===== src/rtl/display_pkg.sv =====
// Shared types and constants for the multiplexed score display.
// Used by display_scan_controller and scan_timer.
package display_pkg;

    typedef enum logic {
        GAP = 1'b0,
        ON  = 1'b1
    } scan_state_e;

    typedef logic [3:0] bcd_nibble;

    localparam bcd_nibble BCD_MAX = 4'd9;

    localparam int MAX_DIGITS = 16;

    // Sliced down to NUM_DIGITS by the controller
    localparam logic [MAX_DIGITS-1:0] ANODE_OFF = '1;

endpackage


===== src/rtl/scan_timer.sv =====
// Free-running slot counter: cycles 0..BLANK_CYCLES-1 form the gap,
// the rest of each PRESCALE-cycle slot is the on-time.
module scan_timer
    import display_pkg::*;
#(
    parameter int PRESCALE     = 50000,
    parameter int BLANK_CYCLES = 500
) (
    input  logic clk,
    input  logic reset,
    output logic gap_done,
    output logic on_done
);

    localparam int CW = (PRESCALE > 1) ? $clog2(PRESCALE) : 1;

    logic [CW-1:0] cnt_q;
    logic [CW-1:0] cnt_d;

    assign gap_done = (cnt_q == CW'(BLANK_CYCLES - 1));
    assign on_done  = (cnt_q == CW'(PRESCALE - 1));

    always_comb begin
        cnt_d = cnt_q + 1'b1;
        if (on_done) begin
            cnt_d = '0;
        end
    end

    always_ff @(posedge clk) begin
        if (reset) begin
            cnt_q <= '0;
        end else begin
            cnt_q <= cnt_d;
        end
    end

endmodule


===== src/rtl/display_scan_controller.sv =====
// Multiplexed BCD score display scanner with double-buffered score word.
// Optional leading-zero suppression: define SCAN_LZ_SUPPRESS_EN.
module display_scan_controller
    import display_pkg::*;
#(
    parameter int NUM_DIGITS   = 4,
    parameter int PRESCALE     = 50000,
    parameter int BLANK_CYCLES = 500
) (
    input  logic                    clk,
    input  logic                    reset,
    input  logic                    load_valid,
    output logic                    load_ready,
    input  logic [NUM_DIGITS*4-1:0] load_data,
    output logic [3:0]              digit_bcd,
    output logic [NUM_DIGITS-1:0]   digit_anode,
    output logic                    frame_start
);

    localparam int DW = NUM_DIGITS * 4;
    localparam int IW = (NUM_DIGITS > 1) ? $clog2(NUM_DIGITS) : 1;
    localparam logic [IW-1:0] LAST_IDX = IW'(NUM_DIGITS - 1);
    localparam logic [NUM_DIGITS-1:0] ALL_OFF = ANODE_OFF[NUM_DIGITS-1:0];

    scan_state_e           state_q;
    logic [IW-1:0]         idx_q;
    logic [DW-1:0]         active_q;
    logic [DW-1:0]         pend_buf_q;
    logic                  pend_q;
    bcd_nibble             bcd_q;
    logic [NUM_DIGITS-1:0] anode_q;
    logic                  fs_q;

    logic gap_done;
    logic on_done;

    scan_timer #(
        .PRESCALE     (PRESCALE),
        .BLANK_CYCLES (BLANK_CYCLES)
    ) u_timer (
        .clk      (clk),
        .reset    (reset),
        .gap_done (gap_done),
        .on_done  (on_done)
    );

    logic                  wrap_d;
    logic [IW-1:0]         idx_d;
    logic [DW-1:0]         active_d;
    bcd_nibble             bcd_d;
    logic                  show_d;
    logic [NUM_DIGITS-1:0] anode_d;

    // Look ahead to the digit and buffer that the next ON slot will use,
    // so the commit and the first digit 0 slot land on the same edge.
    always_comb begin
        wrap_d   = (idx_q == LAST_IDX);
        idx_d    = wrap_d ? '0 : idx_q + 1'b1;
        active_d = (wrap_d && pend_q) ? pend_buf_q : active_q;
        bcd_d    = '0;
        for (int i = 0; i < NUM_DIGITS; i++) begin
            if (IW'(i) == idx_d) begin
                bcd_d = active_d[i*4 +: 4];
            end
        end
        show_d = (bcd_d <= BCD_MAX);
`ifdef SCAN_LZ_SUPPRESS_EN
        begin
            logic hi_zero;
            hi_zero = 1'b1;
            for (int i = NUM_DIGITS - 1; i > 0; i--) begin
                hi_zero = hi_zero && (active_d[i*4 +: 4] == 4'd0);
                if ((IW'(i) == idx_d) && hi_zero) begin
                    show_d = 1'b0;
                end
            end
        end
`endif
        anode_d = ALL_OFF;
        if (show_d) begin
            anode_d[idx_d] = 1'b0;
        end
    end

    always_ff @(posedge clk) begin
        if (reset) begin
            state_q    <= GAP;
            idx_q      <= LAST_IDX;
            active_q   <= '0;
            pend_buf_q <= '0;
            pend_q     <= 1'b0;
            bcd_q      <= '0;
            anode_q    <= ALL_OFF;
            fs_q       <= 1'b0;
        end else begin
            fs_q <= 1'b0;
            if (load_valid && !pend_q) begin
                pend_buf_q <= load_data;
                pend_q     <= 1'b1;
            end
            unique case (state_q)
                GAP: begin
                    if (gap_done) begin
                        state_q <= ON;
                        idx_q   <= idx_d;
                        bcd_q   <= bcd_d;
                        anode_q <= anode_d;
                        fs_q    <= (idx_d == '0);
                        if (wrap_d && pend_q) begin
                            active_q <= pend_buf_q;
                            pend_q   <= 1'b0;
                        end
                    end
                end
                ON: begin
                    if (on_done) begin
                        state_q <= GAP;
                        anode_q <= ALL_OFF;
                    end
                end
            endcase
        end
    end

    assign load_ready  = !pend_q;
    assign digit_bcd   = bcd_q;
    assign digit_anode = anode_q;
    assign frame_start = fs_q;

endmodule


===== config.mk =====
export PLATFORM = sky130hd
export DESIGN_NAME = display_scan_controller
export DESIGN_NICKNAME = d
export VERILOG_FILES = /design/src/rtl/display_pkg.sv /design/src/rtl/scan_timer.sv /design/src/rtl/display_scan_controller.sv
export SDC_FILE = /design/constraint.sdc
export NUM_CORES = 1
export LEC_CHECK = 0
export CAP_MARGIN = 5
export CORE_UTILIZATION = 59
export DETAILED_ROUTE_END_ITERATION = 10
export GPL_TIMING_DRIVEN = 0
export PLACE_DENSITY_LB_ADDON = 0.15
export RECOVER_POWER = 100
export SLEW_MARGIN = 20
export SYNTH_ARGS = -nofsm -noshare
export SYNTH_HDL_FRONTEND = slang
export SYNTH_HIERARCHICAL = 1
export SYNTH_SLANG_ARGS = --single-unit

===== constraint.sdc =====
create_clock -name clk -period 5.5 [get_ports clk]
set_input_delay 1.375 -clock clk [delete_from_list [all_inputs] [get_ports clk]]
set_output_delay 1.375 -clock clk [all_outputs]
set_load 0.03 [all_outputs]

==> impl_metrics.json <==
{
  "via_per_inst": 5.584,
  "hold_violations": 0,
  "routed_wl_um": 5662,
  "nFillCells": 341,
  "synthMuxAreaShare_pct": 3.122,
  "violations": "design-rule violations",
  "vias": 2362,
  "synthesis.area_mm2": 0.002685,
  "final_max_slew_viol_count": 0,
  "hold_class": "flop to flop",
  "die_x_um": 69.46,
  "min_to": "active_q[2]",
  "ir_worst_vdd_mv": 0.1881,
  "numCtsBuffers": 9,
  "leakage_nw": 1.153,
  "power_uw": 927.3,
  "post_cts_buffers": 0,
  "port_buffers": 28,
  "yosys.area_share.adder_pct": 2.330,
  "synth_xor_area_share_pct": 4.567,
  "synthSimpleGateAreaFrac_pct": 26.23,
  "ys.flop_type": "dfxtp_1",
  "postCtsResizedCells": 0,
  "synth_top_family_by_area": "simple AND/OR/NAND/NOR gates",
  "placed_cells": 407,
  "r2r_cells": 9,
  "drtAntennaViolNets": 0,
  "clk_pin_slew_ps": 70,
  "synth_compound_area_share_pct": 13.28,
  "die_h_um": 69.46,
  "antenna_found_initial": 0,
  "place_ws_ps": 2439,
  "netlist_instances": 327,
  "crit_arrival_ps": 3610,
  "dp_hpwl_um": 4013,
  "wl_per_cell_um": 13.39,
  "r2r-start": "u_timer/cnt_q[0]",
  "synth_commonest_cells": "nand2_1, dfxtp_1, a21oi_1",
  "synth_area_leaders": "dfxtp_1, nand2_1, a21oi_1, nor2_1, xnor2_1",
  "nets": 390,
  "p_per_area_mw_per_mm2": 287.9,
  "setup_viol": 0,
  "htree_levels": 3,
  "rrSetupSlack_ps": 2160,
  "cts_tree": "built",
  "rsz0062_at_grt": "no",
  "endpoint_kind": "flop",
  "layout-drive-gt1-share_pct": 9.704,
  "status": "finished, violations left",
  "cts_root_buf": "clkbuf_8",
  "final.period_utilization_pct": 60.68,
  "yosysWarnings": 6,
  "grt_overflow": 0,
  "initial_core_util_pct": 61.67,
  "layout.cells.non_filler": 423,
  "layout_min_cycle_time_ps": 3338,
  "synth.largest_area_cell": "dfxtp_1",
  "slew_headroom_pct": 61.17,
  "fmax_mhz": 299.6,
  "drc": 1,
  "clk_path_buf_depth": 2,
  "maxCapViolations": 0,
  "async_reset_ff_share_pct": 0,
  "syn_to_final_growth_pct": 19.94,
  "grt_pass1_wl_um": 9956,
  "diodes": 0,
  "synth.top_cell.area_share_pct": 45.48,
  "core_area_mm2": 0.004354,
  "synth_nets": 351,
  "drt_iter0_markers": 117,
  "cts_sinks": 61,
  "yosysMostFrequentCell": "nand2_1",
  "grt_start_max_net_pins": 11,
  "ys_ff_latch": 61,
  "avgSynthCellArea_um2": 8.211,
  "fin_skew_ps": 6.777,
  "grtUsageTotal_pct": 26.36,
  "min_from": "active_q[2]",
  "routabilityCongestion": 0.9402,
  "synth.distinct_cells": 45,
  "min_delay_path_depth": 2,
  "cp_max_fo": 10,
  "grt_pass1_vias": 2206,
  "tns_ps": 0,
  "synth-edff-count": 0,
  "num_rows": 24,
  "drtPass1Iterations": 8,
  "required_ps": 5770,
  "holdBufCountCts": 0,
  "setup_ws_ps": 2162,
  "insertion_delay_ps": 340,
  "timing.rr.end": "active_q[14]",
  "yosysSeqAreaShare_pct": 45.48,
  "ioPinCount": 29,
  "die-area_mm2": 0.004825,
  "critical_path_class": "flop to flop",
  "tightest_slew_ps": 582.4,
  "startpoint_type": "flop"
}
-- worst max path at each step --
| stage | from | end | slack, ps | cells after the start |
|---|---|---|---|---|
| 4_1_cts | u_timer/cnt_q[0] | active_q[14] | 2320 | 9 |
| 6_report | u_timer/cnt_q[0] | active_q[14] | 2160 | 9 |
| 5_1_grt | u_timer/cnt_q[0] | active_q[12] | 1920 | 9 |
| 2_1_floorplan | u_timer/cnt_q[0] | active_q[10] | 2960 | 9 |
| 3_3_place_gp | u_timer/cnt_q[0] | active_q[8] | 2480 | 9 |
| 3_5_place_dp | u_timer/cnt_q[0] | active_q[8] | 2440 | 9 |
-- layout make-up --
class | count | area (um2) | area share (%)
inverter | 9 | 33.78 | 1.049
clock inverter | 4 | 45.04 | 1.399
tap | 52 | 65.06 | 2.020
clock buffer | 12 | 165.2 | 5.128
buffer | 18 | 80.08 | 2.486
multi-input combinational | 239 | 1330 | 41.30
timing repair buffer | 28 | 280.3 | 8.702
sequential | 61 | 1221 | 37.92
-- where the power goes --
part	total, mW	switching, mW	internal [mW]	leakage, nW
Sequential	0.459	0.00862	0.451	0.495
Clock	0.414	0.170	0.244	0.112
Combinational	0.0537	0.0277	0.0260	0.546
Total	0.927	0.207	0.721	1.15
-- layout by cell type, fill, tap and decap left out, types with 6 or more instances in the layout --
cell type        netlist  final
nand2_1               77     77
dfxtp_1               61     61
a21oi_1               40     40
nor2_1                33     33
clkdlybuf4s50_1        0     17
clkbuf_1              10     13
xnor2_1               13     13
clkbuf_8               0     12
dlygate4sd3_1          0     11
inv_1                  9      9
nor3_1                 7      7
nand3_1                6      6
-- critical path: stages, from the launching register on --
cell and delay, ps:
dfxtp_1 380, ha_1 260, or4b_2 630, nor4_1 530, nand2b_1 100, clkbuf_1 220
nor2_1 490, clkbuf_1 410, nand2_1 110, a21oi_1 130
-- metrics by stage --
step / util, % / hold slack [ps] / instance area, um2
finish: 73.97 / 456.0 / 3221
global route: 73.97 / 483.1 / 3221
CTS: 74.43 / 457.7 / 3241
detailed placement: 69.60 / 448.6 / 3030
global placement: 69.60 / 439.8 / 3030
floorplan: - / 429.4 / 2685
-- per-layer routing --
layer | GRT usage [%] | vias to the layer above | part of all wire [%]
met5 | 0 | - | 0
met4 | 14.74 | 0 | 2.0
met3 | 6.831 | 12 | 4.5
met2 | 42.07 | 68 | 48
met1 | 32.26 | 1089 | 45
li1 | - | 1193 | -
-- flip-flops by register name, indices dropped and copies added (netlist names) --
register and count:
active_q 16, u_timer/cnt_q 16, pend_q 1, idx_q 2
state_q 1, frame_start 1, digit_bcd 4, pend_buf_q 16
digit_anode 4
-- cells by family after synthesis --
| logic type | count (synthesis) |
|---|---|
| XOR/XNOR | 14 |
| AO/OA/AOI/OAI | 58 |
| AND/OR/NAND/NOR | 154 |
| adder cells (fa/ha/maj) | 5 |
| multiplexers | 8 |
| flip-flops | 61 |
| buffers and inverters | 27 |
(Power assumes the default switching activity.)
